**src/rtl/mac_mgnt_pkg.sv**
```systemverilog
// Shared definitions for the management-bus arbiter: FSM encoding and beat counting.
package mac_mgnt_pkg;

    typedef enum logic [1:0] {
        ST_IDLE = 2'd0,
        ST_REQ  = 2'd1,
        ST_DATA = 2'd2,
        ST_DONE = 2'd3
    } state_e;

    // Up to 8 beats per transaction, so 3 bits plus a carry bit.
    localparam int BEAT_W = 4;
    typedef logic [BEAT_W-1:0] beat_t;

    function automatic beat_t beat_target(input logic [2:0] len);
        return {1'b0, len} + beat_t'(1);
    endfunction

endpackage

```
**src/rtl/mac_mgnt_arb_rr_arb.sv**
```systemverilog
// Combinational round-robin selector: first set request at or after rr_ptr_i, cyclically.
module rr_arb #(
    parameter int N_REQ = 4,
    parameter int PW    = (N_REQ > 1) ? $clog2(N_REQ) : 1
) (
    input  logic [N_REQ-1:0] req_i,
    input  logic [PW-1:0]    rr_ptr_i,
    output logic [N_REQ-1:0] grant_o
);

    logic          found;
    logic [PW-1:0] idx;

    always_comb begin
        grant_o = '0;
        found   = 1'b0;
        idx     = '0;
        for (int i = 0; i < N_REQ; i++) begin
            idx = PW'((int'(rr_ptr_i) + i) % N_REQ);
            if (!found && req_i[idx]) begin
                grant_o[idx] = 1'b1;
                found        = 1'b1;
            end
        end
    end

endmodule

```
**src/rtl/mac_mgnt_arb.sv**
```systemverilog
// Arbitrates N_REQ management requesters onto the single mac_ctrl management bus,
// one transaction at a time, with round-robin fairness and an idle timeout.
module mac_mgnt_arb
    import mac_mgnt_pkg::*;
#(
    parameter int N_REQ   = 4,
    parameter int TIMEOUT = 1023
) (
    input  logic               clk,
    input  logic               rstn_sys,
    input  logic [N_REQ-1:0]   req_valid,
    input  logic [N_REQ-1:0]   req_wr,
    input  logic [N_REQ*8-1:0] req_addr,
    input  logic [N_REQ*3-1:0] req_len,
    input  logic [N_REQ*8-1:0] req_data,
    input  logic [N_REQ-1:0]   req_data_valid,
    output logic [N_REQ-1:0]   req_ack,
    output logic [7:0]         resp_data,
    output logic [N_REQ-1:0]   resp_valid,
    output logic [N_REQ-1:0]   req_done,
    output logic [N_REQ-1:0]   req_err,
    output logic               sys_req_valid,
    output logic               sys_req_wr,
    output logic [7:0]         sys_req_addr,
    input  logic               sys_req_ack,
    output logic [7:0]         sys_req_data,
    output logic               sys_req_data_valid,
    input  logic [7:0]         sys_resp_data,
    input  logic               sys_resp_data_valid
);

    localparam int PW = (N_REQ > 1) ? $clog2(N_REQ) : 1;
    localparam int IW = $clog2(TIMEOUT + 1);

    state_e           state_q;
    logic [N_REQ-1:0] owner_oh_q;
    logic [N_REQ-1:0] done_q;
    logic [N_REQ-1:0] err_q;
    logic [PW-1:0]    rr_ptr_q;
    logic             wr_q;
    logic [7:0]       addr_q;
    logic [2:0]       len_q;
    beat_t            beat_q;
    beat_t            beat_d;
    logic [IW-1:0]    idle_q;

    logic [N_REQ-1:0] grant;
    logic [PW-1:0]    owner_idx;
    logic [PW-1:0]    next_ptr;
    logic             sel_wr;
    logic [7:0]       sel_addr;
    logic [2:0]       sel_len;
    logic [7:0]       own_data;
    logic             in_req;
    logic             in_data;
    logic             bus_open;
    logic             own_strobe;
    logic             beat;
    logic             last_beat;
    logic             timeout_hit;

    rr_arb #(
        .N_REQ (N_REQ),
        .PW    (PW)
    ) u_rr_arb (
        .req_i    (req_valid),
        .rr_ptr_i (rr_ptr_q),
        .grant_o  (grant)
    );

    always_comb begin
        sel_wr    = 1'b0;
        sel_addr  = '0;
        sel_len   = '0;
        own_data  = '0;
        owner_idx = '0;
        for (int i = 0; i < N_REQ; i++) begin
            if (grant[i]) begin
                sel_wr   = req_wr[i];
                sel_addr = req_addr[i*8 +: 8];
                sel_len  = req_len[i*3 +: 3];
            end
            if (owner_oh_q[i]) begin
                own_data  = req_data[i*8 +: 8];
                owner_idx = PW'(i);
            end
        end
    end

    // The data phase opens on the ack cycle itself so beats riding with the ack count.
    assign in_req      = (state_q == ST_REQ);
    assign in_data     = (state_q == ST_DATA);
    assign bus_open    = in_data || (in_req && sys_req_ack);
    assign own_strobe  = |(req_data_valid & owner_oh_q);
    assign beat        = bus_open && (wr_q ? own_strobe : sys_resp_data_valid);
    assign beat_d      = beat_q + beat_t'(beat);
    assign last_beat   = beat && (beat_d == beat_target(len_q));
    assign timeout_hit = (idle_q == IW'(TIMEOUT));
    assign next_ptr    = (owner_idx == PW'(N_REQ - 1)) ? '0 : owner_idx + 1'b1;

    assign sys_req_valid      = in_req;
    assign sys_req_wr         = in_req && wr_q;
    assign sys_req_addr       = in_req ? addr_q : '0;
    assign sys_req_data       = (wr_q && bus_open) ? own_data : '0;
    assign sys_req_data_valid = wr_q && bus_open && own_strobe;
    assign req_ack            = in_req  ? (owner_oh_q & {N_REQ{sys_req_ack}}) : '0;
    assign resp_valid         = in_data ? (owner_oh_q & {N_REQ{sys_resp_data_valid}}) : '0;
    assign resp_data          = in_data ? sys_resp_data : '0;
    assign req_done           = done_q;
    assign req_err            = err_q;

    always_ff @(posedge clk or negedge rstn_sys) begin
        if (!rstn_sys) begin
            state_q    <= ST_IDLE;
            owner_oh_q <= '0;
            done_q     <= '0;
            err_q      <= '0;
            rr_ptr_q   <= '0;
            wr_q       <= 1'b0;
            addr_q     <= '0;
            len_q      <= '0;
            beat_q     <= '0;
            idle_q     <= '0;
        end else begin
            done_q <= '0;
            err_q  <= '0;
            case (state_q)
                ST_IDLE: begin
                    if (|req_valid) begin
                        owner_oh_q <= grant;
                        wr_q       <= sel_wr;
                        addr_q     <= sel_addr;
                        len_q      <= sel_len;
                        beat_q     <= '0;
                        idle_q     <= '0;
                        state_q    <= ST_REQ;
                    end
                end
                ST_REQ, ST_DATA: begin
                    if ((in_req && sys_req_ack) || beat) begin
                        idle_q <= '0;
                        beat_q <= beat_d;
                        if (last_beat) begin
                            done_q  <= owner_oh_q;
                            state_q <= ST_DONE;
                        end else begin
                            state_q <= ST_DATA;
                        end
                    end else if (timeout_hit) begin
                        err_q   <= owner_oh_q;
                        state_q <= ST_DONE;
                    end else begin
                        idle_q <= idle_q + 1'b1;
                    end
                end
                ST_DONE: begin
                    rr_ptr_q <= next_ptr;
                    state_q  <= ST_IDLE;
                end
                default: state_q <= ST_IDLE;
            endcase
        end
    end

endmodule

```
**config.mk**
```make
export PLATFORM = sky130hd
export DESIGN_NAME = mac_mgnt_arb
export DESIGN_NICKNAME = d
export VERILOG_FILES = /design/src/rtl/mac_mgnt_pkg.sv /design/src/rtl/mac_mgnt_arb_rr_arb.sv /design/src/rtl/mac_mgnt_arb.sv
export SDC_FILE = /design/constraint.sdc
export NUM_CORES = 1
export LEC_CHECK = 0
export ABC_CLOCK_PERIOD_IN_PS = 3300
export BUFFER_PORTS_ARGS = -buffer_cell sky130_fd_sc_hd__buf_2
export CORE_UTILIZATION = 43
export CTS_BUF_LIST = sky130_fd_sc_hd__clkbuf_4
export DETAILED_ROUTE_END_ITERATION = 6
export GPL_TIMING_DRIVEN = 0
export PLACE_DENSITY = 0.74
export SLEW_MARGIN = 0
export SYNTH_ARGS = -nofsm -noshare
export SYNTH_HDL_FRONTEND = slang
export SYNTH_HIERARCHICAL = 1
export SYNTH_SLANG_ARGS = --single-unit
```
**constraint.sdc**
```tcl
create_clock -name clk -period 3.3 [get_ports clk]
set_input_delay 0.33 -clock clk [delete_from_list [all_inputs] [get_ports clk]]
set_output_delay 0.33 -clock clk [all_outputs]
set_load 0.05 [all_outputs]
```
# After elaboration in Yosys (flattened, before gate mapping)
# Index checks and enable logic that the tools add are counted.
# op_classes
add_sub_neg	7
n_lt_le_gt_ge	8
eq_ne	10
n_mux	67
n_bitwise	6
reduce_logical	27
# op_table
cell	n
$mux 8	11
$mux 4	14
$mux 10	3
$pmux 10 s2	1
$mux 1	18
$logic_and 1x1->1	13
$and 4x4->4	3
$lt 2x3->1 const B	4
$mux 2	6
$mux 3	4
$or 4x4->4	3
$add 10x1->10 const B	1
$eq 10x10->1 const B	1
$bmux 1 s2	4
$demux 1 s2	4
$ge 2x1->1 const B	4
$pmux 4 s2	1
$reduce_or 4->1	2
$eq 2x2->1 const B	3
$ne 3x3->1 const B	2
$pmux 2 s3	1
$reduce_and 3->1	2
$add 2x1->2 const B	2
$add 2x2->2 const B	2
other kinds (11)	16
# word_totals
reg_bits	42
in_bits	100
out_inout_bits	43

# Logic depth before layout (Yosys ltp)
# logic_depth
word_depth	16
mapped_depth	12
depth_no_buf	11

# Cells and area by module
# Netlist, hierarchy kept.
# by_module_without_submodules
mod	n_inst	cells_each	area_per_inst_um2	seq_area_each_um2
mac_mgnt_arb	1	330	2797.7	1051.0
rr_arb	1	36	337.8	0.0

# Worst setup path before layout
# OpenSTA, ideal clock, no wires.
# synth_timing
path_type	register to register
start	register state_q[1]
end	register state_q[0]
t_arrival_ns	2.709
t_required_ns	3.175
setup_slack_ns	0.467
path_stages_with_launch	8
path_buffers	0
period_less_slack_ns	2.833
path_cell_list	dfrtp_1 inv_1 ha_1 a21oi_1 a211oi_4 nor2_1 a21oi_1 mux2_2
# synth_between
elab_chain_len	10
elab_cells_between_ends	18
cone_classes	1 x add/sub; 6 x eq/ne; 3 x mux; 8 x reduce/logical
# synth_lines
item	line	text
start, declared	mac_mgnt_arb.sv:35	state_e state_q;
start signal, assigned	mac_mgnt_arb.sv:114	state_q <= ST_IDLE;
start signal, assigned	mac_mgnt_arb.sv:136	state_q <= ST_REQ;
start signal, assigned	mac_mgnt_arb.sv:145	state_q <= ST_DONE;
$eq 2x1->1 *	mac_mgnt_arb.sv:91	assign in_req = (state_q == ST_REQ);
named net sys_req_valid	mac_mgnt_arb.sv:22	output logic sys_req_valid,
$logic_and 1x1->1	mac_mgnt_arb.sv:93, mac_mgnt_arb.sv:140	
$logic_or 1x1->1	mac_mgnt_arb.sv:93	assign bus_open = in_data || (in_req && sys_req_ack);
$logic_and 1x1->1	mac_mgnt_arb.sv:95	assign beat = bus_open && (wr_q ? own_strobe : sys_resp_data_valid);
$add 4x1->4	mac_mgnt_arb.sv:96	assign beat_d = beat_q + beat_t'(beat);
$eq 4x4->1	mac_mgnt_arb.sv:97	assign last_beat = beat && (beat_d == beat_target(len_q));
$logic_and 1x1->1	mac_mgnt_arb.sv:97	
$mux 1	mac_mgnt_arb.sv:143	if (last_beat) begin
$mux 2	mac_mgnt_arb.sv:140	if ((in_req && sys_req_ack) || beat) begin
$pmux 2 s3	mac_mgnt_arb.sv:127	case (state_q)
# The timed path passes the listed nets; every way through them passes the cells marked *.
# A chain may end at the register's enable or synchronous reset.

# Final worst setup path
# layout_timing
start	register rr_ptr_q[1]
end	register wr_q
# layout_between
elab_cells_between_ends	51
cone_classes	3 x add/sub; 8 x order compare; 27 x mux; 3 x bitwise; 10 x reduce/logical
# layout_rtl
item	line	text
start, declared	mac_mgnt_arb.sv:39	logic [PW-1:0] rr_ptr_q;
start signal, assigned	mac_mgnt_arb.sv:157	rr_ptr_q <= next_ptr;
parallel branches: the longest is 11 deep, another holds $lt 2x3->1	n/a	
$mux 4 *	mac_mgnt_arb_rr_arb.sv:20	if (!found && req_i[idx]) begin
named net grant[1]	mac_mgnt_arb.sv:47	logic [N_REQ-1:0] grant;
$mux 1 * (3 in series)	mac_mgnt_arb.sv:78	if (grant[i]) begin
end signal, assigned	mac_mgnt_arb.sv:131	wr_q <= sel_wr;
end, declared	mac_mgnt_arb.sv:40	logic wr_q;
# Mark *: on every way through the listed nets, which the timed path passes. The select of a mux whose other input is x is not followed.

==> impl_metrics.json <==
{
  "status": "completed",
  "min-delay-path-class": "input pin to asynchronous set/reset pin",
  "synth_cell_types": 49,
  "drt_iter0_drc": 147,
  "crit_path_end_kind": "flop",
  "n_fill_cell": 671,
  "max_clock_freq_mhz": 332.0,
  "layout.nets": 635,
  "reg2regPathDepth": 13,
  "reg2reg_from": "rr_ptr_q[1]",
  "antenna_found_initial": 0,
  "synth-seq-cells": 42,
  "synth_nets": 480,
  "cts-root-buf": "clkbuf_4",
  "maxSlewHeadroom": 0.3805,
  "cts_made_buffers": 5,
  "ios": 143,
  "worstPathRequired_ps": 3540,
  "tritoncts": "done",
  "cap_violations": 0,
  "synth-edff-count": 0,
  "async_flop_share": 1.000,
  "p_sw_frac": 0.5403,
  "dpl_cell_area_mm2": 0.003966,
  "grt_pass1_wl_mm": 14.43,
  "setup_slack_ps": 288.0,
  "die-area_mm2": 0.007637,
  "die_w_um": 87.39,
  "slowest_stage": "dfrtp_2",
  "rsz0062_at_grt": "false",
  "period_needed_ps": 3012,
  "synth_cells": 366,
  "crit_buf_inv": 3,
  "finalHoldViolations": 0,
  "dr_total_vias": 3324,
  "share_comb_of_total_power": 0.735,
  "syn_to_final_growth_pct": 29.81,
  "cp.arrival_ps": 3250,
  "sequentialPowerShare": 0.200,
  "syn_avg_cell_area_um2": 8.567,
  "layout-drive-gt1-share": 0.3544,
  "grt_pass1_vias": 3207,
  "cp-start-kind": "flop",
  "insertion_delay_ps": 360,
  "clockBufferDepth": 2,
  "wl_mm": 8.757,
  "rows": 30,
  "postRouteAntennaNets": 0,
  "synth_seq_area_share": 0.3352,
  "routabilityCongestion": 0.8211,
  "setup_violations": 0,
  "drt-wirelength-per-cell_um": 14.17,
  "postLayoutCoreUtil": 0.5893,
  "drc": 0,
  "skew_ps": 8.653,
  "antenna_cells": 0,
  "critPathMaxStageDelay_ps": 480,
  "irDropWorstVdd_mv": 0.6918,
  "initial_core_util": 0.4540,
  "crit_chain": "inv_1 -> ha_1 -> mux4_2 -> nor4b_4 -> nand2_1 -> o211ai_1 -> buf_4 -> nor2b_1 -> clkbuf_2 -> a221oi_1 -> nor3_1 -> a211oi_1 -> a21oi_1",
  "place_ws_ps": -15.26,
  "cp_max_fo": 10,
  "r2r_setup_slack_ps": 290,
  "reg2reg_to": "wr_q",
  "critical-path-top-delay-family": "compound AO/OA/AOI/OAI gates",
  "worst-path-stages": 13,
  "clock_sinks": 42,
  "worst_pin_slew_ps": 929.3,
  "switchingPower_uw": 2165,
  "clk_pin_slew_ps": 130,
  "h-tree-depth": 2,
  "hpwl_mm": 6.888,
  "power_per_cell_area_mw_per_mm2": 984.7,
  "ys_warn_count": 6,
  "grt_usage": 0.2386,
  "ctsHoldBuffers": 0,
  "core_mm2": 0.006907,
  "viasPerCell": 5.379,
  "p_int_uw": 1842,
  "syn-cell-area_mm2": 0.003136,
  "dr.pass1.iters": 4,
  "finalInstanceArea_mm2": 0.004070,
  "port_buffers": 142,
  "grt_max_degree": 43,
  "criticalPathCategory": "flop to flop",
  "synthFlopType": "dfrtp_1",
  "clkPwrFrac": 0.065,
  "overflow": 0,
  "power_leakage_uw": 0.002039,
  "finalCritPeriodShare": 0.9127,
  "die_h_um": 87.39,
  "report.final.slew_viol_count": 0
}
per-layer routing:
layer / vias up / share of wire / track usage
met5: - / 0 / 0
met4: 0 / 0.013 / 0.06557
met3: 13 / 0.056 / 0.03791
met2: 134 / 0.50 / 0.4290
met1: 1539 / 0.43 / 0.2945
li1: 1638 / - / -
Yosys cell counts, types with 2 or more instances:
cell type  number  share of area
mux2_2          6          0.022
mux4_1          2          0.017
or2_2           2         0.0040
xnor2_1         4          0.011
nor2_1         25          0.030
or3_1           2         0.0040
and3_1          6          0.012
o31ai_1         4         0.0096
inv_1          19          0.023
buf_6           3          0.011
nand4_1         2         0.0040
a221oi_1       20          0.056
dfrtp_1        42           0.34
o211ai_1        5          0.012
ha_1           14          0.056
a21oi_1        36          0.057
or4_1           4         0.0096
a22oi_1         2         0.0048
and2_1         22          0.044
nand3_1         7          0.011
nor3_1         24          0.038
nand2_1        28          0.034
a22o_1          2         0.0056
buf_4           2         0.0048
o21ai_1         5         0.0080
mux4_2          2          0.014
a21o_2          4          0.011
nor2b_1        16          0.032
o21ai_0        16          0.026
nor4_1          3         0.0060
clkbuf_1       19          0.023
flip-flops by register name, summed over array words and instances (netlist names):
signal / cells
idle_q: 10
req_done: 4
addr_q: 8
beat_q: 4
len_q: 3
req_err: 4
state_q: 2
rr_ptr_q: 2
wr_q: 1
owner_oh_q: 4
repair_timing:
item                       4_1_cts  5_1_grt
buffers inserted                 0        6
resized for setup                1        5
pin swaps                        0        1
setup endpoints to repair        5       12
power groups by stage:
stage               Clock, uW  Combinational, uW  Sequential [uW]
detailed placement          0               2850              817
finish                    262               2950              800
global placement            0               2790              809
floorplan                   0               2210              783
global route              284               3250              825
CTS                       261               2860              807
cells by family after synthesis:
family,count (synthesis),share of synthesized area
compound gates,104,0.2251
xor+xnor,6,0.02115
fa+ha+maj,14,0.05587
buf+inv,43,0.06105
flops,42,0.3352
mux,10,0.05267
simple gates,147,0.2490
layout by cell type, fill, tap and decap left out, drive strengths merged, types with 5 or more instances in the layout:
master  count
nand2      28
inv        19
nor2b      16
o211ai      5
nor3       24
o21ai      21
ha         14
clkbuf     25
and3        7
a221oi     20
buf       153
nand3       7
o31ai       5
and2       22
a21oi      36
dfrtp      42
mux2        6
nor2       25
metrics by stage:
stage / cells / total power (uW) / hold slack, ps / TNS (ps)
after global placement: 604 / 3603 / 455.3 / 0
after floorplan: 366 / 2997 / 34.41 / 0
after global routing: 618 / 4356 / 148.4 / 0
final: 618 / 4008 / 87.68 / 0
after detailed placement: 604 / 3669 / 463.4 / -15.26
after CTS: 612 / 3930 / 107.4 / 0
worst max-delay path by stage:
stage                           start         end  slack (ps)
final                     rr_ptr_q[1]        wr_q         290
after global routing      rr_ptr_q[1]        wr_q          10
after CTS                 rr_ptr_q[1]   addr_q[2]          50
after detailed placement  rr_ptr_q[0]   addr_q[2]         -20
after global placement    rr_ptr_q[0]        wr_q          60
after floorplan            state_q[1]  state_q[0]         470
cell type report:
type                    count  area, um^2  area share
repair buffers            148       755.7      0.1857
clock buffers               6       45.04     0.01107
plain buffers              24       122.6     0.03013
flip-flops and latches     42        1054      0.2588
multi-input cells         281        1893      0.4651
clock inverters             2       8.758    0.002152
inverters                  19       71.32     0.01752
well taps                  96       120.1     0.02951
worst reg2reg max path: stages, from the launching register on:
cell and delay, ps:
dfrtp_2 480, inv_1 90, ha_1 320, mux4_2 390, nor4b_4 380, nand2_1 100
o211ai_1 100, buf_4 170, nor2b_1 60, clkbuf_2 190, a221oi_1 280, nor3_1 70
a211oi_1 210, a21oi_1 60
(Power assumes the default switching activity.)
